[src/rtl/cu_sequencer.sv]
// Program sequencer and instruction decoder for the 4-bit computational unit.
// Fetches 8-bit instructions, decodes them into CU controls, and executes
// two-word conditional/unconditional jumps using the CU zero flag.
module cu_sequencer #(
    parameter int unsigned PC_WIDTH = 8
) (
    input  logic                clk,
    input  logic                reset_n,
    input  logic [7:0]          pm_data,
    input  logic                r_eq_0,
    output logic [PC_WIDTH-1:0] pm_address,
    output logic                cu_sync_reset,
    output logic [3:0]          ir_nibble,
    output logic [3:0]          source_sel,
    output logic [8:0]          reg_en,
    output logic                i_sel,
    output logic                x_sel,
    output logic                y_sel
);

    localparam int unsigned IR_W  = 8;
    localparam int unsigned SEL_W = 4;
    localparam int unsigned EN_W  = 9;

    localparam logic [1:0] ST_RST   = 2'd0;
    localparam logic [1:0] ST_FETCH = 2'd1;
    localparam logic [1:0] ST_EXEC  = 2'd2;
    localparam logic [1:0] ST_JADDR = 2'd3;

    // Source codes that select something other than a register
    localparam logic [SEL_W-1:0] SRC_PM_DATA = 4'd8;
    localparam logic [SEL_W-1:0] SRC_I_PINS  = 4'd9;

    logic [1:0]          state;
    logic [1:0]          state_nxt;
    logic [PC_WIDTH-1:0] pc;
    logic [PC_WIDTH-1:0] pc_nxt;
    logic [IR_W-1:0]     ir;
    logic [IR_W-1:0]     ir_nxt;

    logic                is_load;
    logic                is_move;
    logic                is_alu;
    logic                is_jump;
    logic                jump_taken;
    logic [2:0]          dst;
    logic [2:0]          src;

    // Instruction class and operand field extraction
    always_comb begin
        is_load    = ~ir[7];
        is_move    = (ir[7:6] == 2'b10);
        is_alu     = (ir[7:5] == 3'b110);
        is_jump    = (ir[7:5] == 3'b111);
        dst        = ir[7] ? ir[5:3] : ir[6:4];
        src        = ir[2:0];
        jump_taken = ir[4] ? ~r_eq_0 : 1'b1;
    end

    // State register
    always_ff @(posedge clk or negedge reset_n) begin
        if (!reset_n) begin
            state <= ST_RST;
        end else begin
            state <= state_nxt;
        end
    end

    // Next-state logic
    always_comb begin
        state_nxt = state;
        case (state)
            ST_RST:   state_nxt = ST_FETCH;
            ST_FETCH: state_nxt = ST_EXEC;
            ST_EXEC:  state_nxt = is_jump ? ST_JADDR : ST_FETCH;
            ST_JADDR: state_nxt = ST_FETCH;
            default:  state_nxt = ST_RST;
        endcase
    end

    // Program counter and instruction register
    always_ff @(posedge clk or negedge reset_n) begin
        if (!reset_n) begin
            pc <= '0;
            ir <= '0;
        end else begin
            pc <= pc_nxt;
            ir <= ir_nxt;
        end
    end

    // PC / IR update: fetch increments, jump-address word either loads or is skipped
    always_comb begin
        pc_nxt = pc;
        ir_nxt = ir;
        case (state)
            ST_FETCH: begin
                ir_nxt = pm_data;
                pc_nxt = pc + PC_WIDTH'(1);
            end
            ST_JADDR: begin
                pc_nxt = jump_taken ? pm_data[PC_WIDTH-1:0] : pc + PC_WIDTH'(1);
            end
            default: begin
                pc_nxt = pc;
            end
        endcase
    end

    // CU control decode, active only during EXEC
    always_comb begin
        reg_en     = EN_W'(0);
        source_sel = SEL_W'(0);
        i_sel      = 1'b0;
        x_sel      = 1'b0;
        y_sel      = 1'b0;
        if (state == ST_EXEC) begin
            if (is_load || is_move) begin
                case (dst)
                    3'd0:    reg_en[0] = 1'b1;
                    3'd1:    reg_en[1] = 1'b1;
                    3'd2:    reg_en[2] = 1'b1;
                    3'd3:    reg_en[3] = 1'b1;
                    3'd4:    reg_en[8] = 1'b1;
                    3'd5:    reg_en[5] = 1'b1;
                    3'd6:    reg_en[6] = 1'b1;
                    default: reg_en[7] = 1'b1;
                endcase
                if (is_load) begin
                    source_sel = SRC_PM_DATA;
                end else if (src == dst) begin
                    source_sel = SRC_I_PINS;
                end else begin
                    source_sel = {1'b0, src};
                end
                // Data-memory access post-increments i, unless i itself is the target
                if (((dst == 3'd7) || (is_move && (src == 3'd7))) && (dst != 3'd6)) begin
                    reg_en[6] = 1'b1;
                    i_sel     = 1'b1;
                end
            end else if (is_alu) begin
                reg_en[4] = 1'b1;
                x_sel     = ir[4];
                y_sel     = ir[3];
            end
        end
    end

    // Direct status outputs
    always_comb begin
        pm_address    = pc;
        ir_nibble     = ir[3:0];
        cu_sync_reset = (state == ST_RST);
    end

endmodule
[config.mk]
export PLATFORM = sky130hd
export DESIGN_NAME = cu_sequencer
export DESIGN_NICKNAME = d
export VERILOG_FILES = /design/src/rtl/cu_sequencer.sv
export SDC_FILE = /design/constraint.sdc
export NUM_CORES = 1
export LEC_CHECK = 0
export BUFFER_PORTS_ARGS = -buffer_cell sky130_fd_sc_hd__clkbuf_2
export CAP_MARGIN = 5
export CORE_MARGIN = 3
export CORE_UTILIZATION = 55
export DETAILED_ROUTE_END_ITERATION = 8
export MAX_ROUTING_LAYER = met4
export PLACE_DENSITY = 0.84
export SYNTH_ARGS = -nofsm -noshare
export SYNTH_HDL_FRONTEND = slang
export SYNTH_SLANG_ARGS = --single-unit
[constraint.sdc]
create_clock -name clk -period 3.9 [get_ports clk]
set_clock_uncertainty 0.2 [all_clocks]
set_input_delay 0.39 -clock clk [delete_from_list [all_inputs] [get_ports clk]]
set_output_delay 0.39 -clock clk [all_outputs]
set_load 0.005 [all_outputs]
==> results_dict.tcl <==
set metrics [dict create \
    die_w_um 55.6 \
    die_y_um 55.6 \
    cts_setup_buffers 0 \
    r2r-start "state[1]" \
    gp_congestion 0.814 \
    vias_per_cell 5.84 \
    grt_pass1_vias 1178 \
    status "finished, final reports clean" \
    route.vias.total 1250 \
    die-area_sq_mm 0.00310 \
    numCtsBuffers 3 \
    maxSlewHeadroom 0.615 \
    port_buffers 39 \
    clockBufferDepth 2 \
    hold_viol 0 \
    fillers 190 \
    finalSetupViolations 0 \
    hp-start "pm_data[7]" \
    rsz0062_at_grt "no" \
    grt_max_degree 20 \
    p_per_area_mw_per_mm2 859 \
    drcViolationCount 0 \
    crit_fanout 11 \
    n_antenna_cell 0 \
    drive_above_1_share 0.274 \
    seqCellArea_sq_um 450 \
    antenna_found_initial 0 \
    seq_power_share 0.373 \
    worstSkewPairLatency_ns 0.29 \
    end_kind "primary output" \
    r2r_cells 6 \
    r2r_slack_ns 1.95 \
    synth-xor-area-share 0.0582 \
    drv_slew 0 \
    synth_top_family_by_area "simple AND/OR/NAND/NOR gates" \
    fmax_mhz 389 \
    syn_avg_cell_area_sq_um 8.42 \
    hold-path-cell-count 3 \
    yosysWarnings 0 \
    syn_to_final_growth_pct 10.9 \
    cts-root-buf "clkbuf_4" \
    firstDrtPassIters 4 \
    startpoint "state[0]" \
    start_util 0.595 \
    htree_levels 1 \
    yosys.area_share.simple 0.225 \
    synth_mux_area_frac 0.0646 \
    drtIter0Drc 27 \
    ys_ff_latch 18 \
    min_to "ir[7]" \
    yosysSeqAreaShare 0.332 \
    grt_pass1_wl_um 5290 \
    synthAdderAreaFrac 0.0554 \
    maxCapViolCount 0 \
    r2r_end "pm_address[3]" \
    pin_count 40 \
    worst_slack_ns 1.33 \
    synth_compound_gate_area_share 0.163 \
    hold_ws_ns 0.138 \
    p_int_mw 0.660 \
    core_sq_mm 0.00228 \
    min_path_type "in2reg" \
    routed_wl_um 3110 \
    nNetsFinal 205 \
    p_total_mw 1.29 \
    overflow 0 \
    synth_nets 178 \
    synth_cells 161 \
    p_comb_frac 0.557 \
    grt_use_total 0.212 \
    dp_hpwl_um 2280 \
    cp.arrival_ns 1.98 \
    switchingPower_mw 0.630 \
    fp-row-count 17 \
    max_slew.worst_pin.slew_ns 0.578 \
    antenna_left 0 \
    p_leak_nw 0.711 \
    tritoncts "done" \
    synth.distinct_cells 37 \
    peakVddDrop_mv 0.589 \
    cts_sinks 18 \
    worst-setup-path-type "reg2out" \
    clockPowerShare 0.070 \
    multiInputGateArea_sq_um 767 \
    tns_ns 0 \
    fin_crit_sh 0.659 \
    start_kind "register" \
    timing.final.crit_period_ns 2.57 \
    fin_util 0.660 \
    p_sw_frac 0.489 \
    dpl_worst_slack_ns 1.69 \
    critPathRequiredTime_ns 3.31 \
    synth_area_sq_mm 0.00136 \
    wl_per_cell_um 14.5 \
    cts.clk_slew.worst_paths_ns 0.09 \
]
-- Yosys cell counts --
master      n  area [sq um]
mux2_2      6          67.6
nand4_1     4          25.0
o21ai_0     7          35.0
nand2b_1    3          18.8
a21o_1      1          7.51
o32ai_1     1          8.76
and3_1      1          6.26
nor3b_1     1          7.51
or2_2       1          6.26
nor4b_1     2          17.5
dfrtp_1    18           450
a21oi_1    15          75.1
nand3_1     5          25.0
clkbuf_1    5          18.8
a2bb2oi_1   3          26.3
inv_1       6          22.5
xnor2_1     2          17.5
o22ai_1     3          18.8
nor2_1     13          48.8
mux2i_1     2          20.0
a31oi_1     2          12.5
a211oi_2    1          12.5
xor2_1      7          61.3
buf_6       3          33.8
and2_1      3          18.8
and4_1      1          8.76
nand3b_1    1          7.51
and3b_1     1          8.76
ha_1        6          75.1
o21ai_1     1          5.00
buf_4       5          37.5
nand2_1    16          60.1
nor3_1      3          15.0
nor2b_1     5          31.3
a21bo_2     1          10.0
a22o_1      1          8.76
buf_2       5          25.0
-- layout make-up --
class                   instances  share of cell area
multi-input cells             119               0.510
flip-flops and latches         18               0.300
repair buffers                 40               0.137
well taps                      28              0.0233
clock buffers                   3              0.0150
inverters                       6              0.0150
-- placed cells by master (no fill, tap or decap), drive strengths merged --
| master | count |
|---|---|
| clkbuf | 42 |
| dfrtp | 18 |
| nand2 | 16 |
| a21oi | 15 |
| nor2 | 13 |
| o21ai | 8 |
| xor2 | 7 |
| inv | 6 |
| mux2 | 6 |
| ha | 6 |
| nand3 | 5 |
| nor2b | 5 |
| nand4 | 4 |
| nand2b | 3 |
| nor3 | 3 |
| and2 | 3 |
| o22ai | 3 |
| a2bb2oi | 3 |
| nor4b | 2 |
| xnor2 | 2 |
| mux2i | 2 |
| a31oi | 2 |
| nand3b | 1 |
| and3b | 1 |
| and4 | 1 |
| a211oi | 1 |
| o32ai | 1 |
| a21o | 1 |
| nor3b | 1 |
| a22o | 1 |
| a21bo | 1 |
| or2 | 1 |
| and3 | 1 |
| dlygate4sd3 | 1 |
-- registers in the layout, summed over array words and instances, names as in the netlist --
register,cells
ir,8
pm_address,8
state,2
-- routing by layer --
metal  part of all wire  global-route usage  vias to the layer above
met5                  0                   -                        -
met3              0.069              0.0348                        6
met4              0.015              0.0903                        0
li1                   -                   -                      598
met1               0.45               0.268                      591
met2               0.47               0.336                       55
-- worst max path at each step --
| stage | to | slack, ns | depth (start not counted) |
|---|---|---|---|
| after floorplan | x_sel | 1.97 | 6 |
| after global placement | i_sel | 1.77 | 7 |
| after detailed placement | i_sel | 1.69 | 7 |
| after CTS | i_sel | 1.36 | 7 |
| after global routing | i_sel | 1.18 | 7 |
| final | i_sel | 1.33 | 7 |
-- cell families after synthesis --
group                      after synthesis
and+or+nand+nor                         60
AOI/OAI and AO/OA                       36
buffers and inverters                   24
DFF                                     18
xor gates and xnor gates                 9
muxes                                    8
adders and majority gates                6
-- per-stage QoR --
step           cells  instance area [sq um]
2_1_floorplan    161                   1360
3_3_place_gp     210                   1470
3_5_place_dp     210                   1470
4_1_cts          214                   1500
5_1_grt          214                   1500
6_report         214                   1500
-- worst max-delay path, cell delays in order (launching register included) --
cell	delay, ns
dfrtp_1	0.42
inv_1	0.10
ha_1	0.35
and3b_1	0.27
nand4_1	0.13
nor2b_1	0.16
a21oi_1	0.12
clkbuf_2	0.13
-- timing repair --
action | 4_1_cts | 5_1_grt
hold endpoints to repair | 18 | 0
gates resized for setup | 0 | 0
hold buffers | 1 | 0
-- power by group through the flow --
stage | sequential [mW] | clock (mW) | combinational [mW]
after floorplan | 0.361 | 0 | 0.692
after detailed placement | 0.479 | 0 | 0.710
after CTS | 0.474 | 0.0908 | 0.717
after global placement | 0.468 | 0 | 0.679
final | 0.481 | 0.0906 | 0.718
after global routing | 0.503 | 0.101 | 0.806
Power figures use the tool's default switching activity.
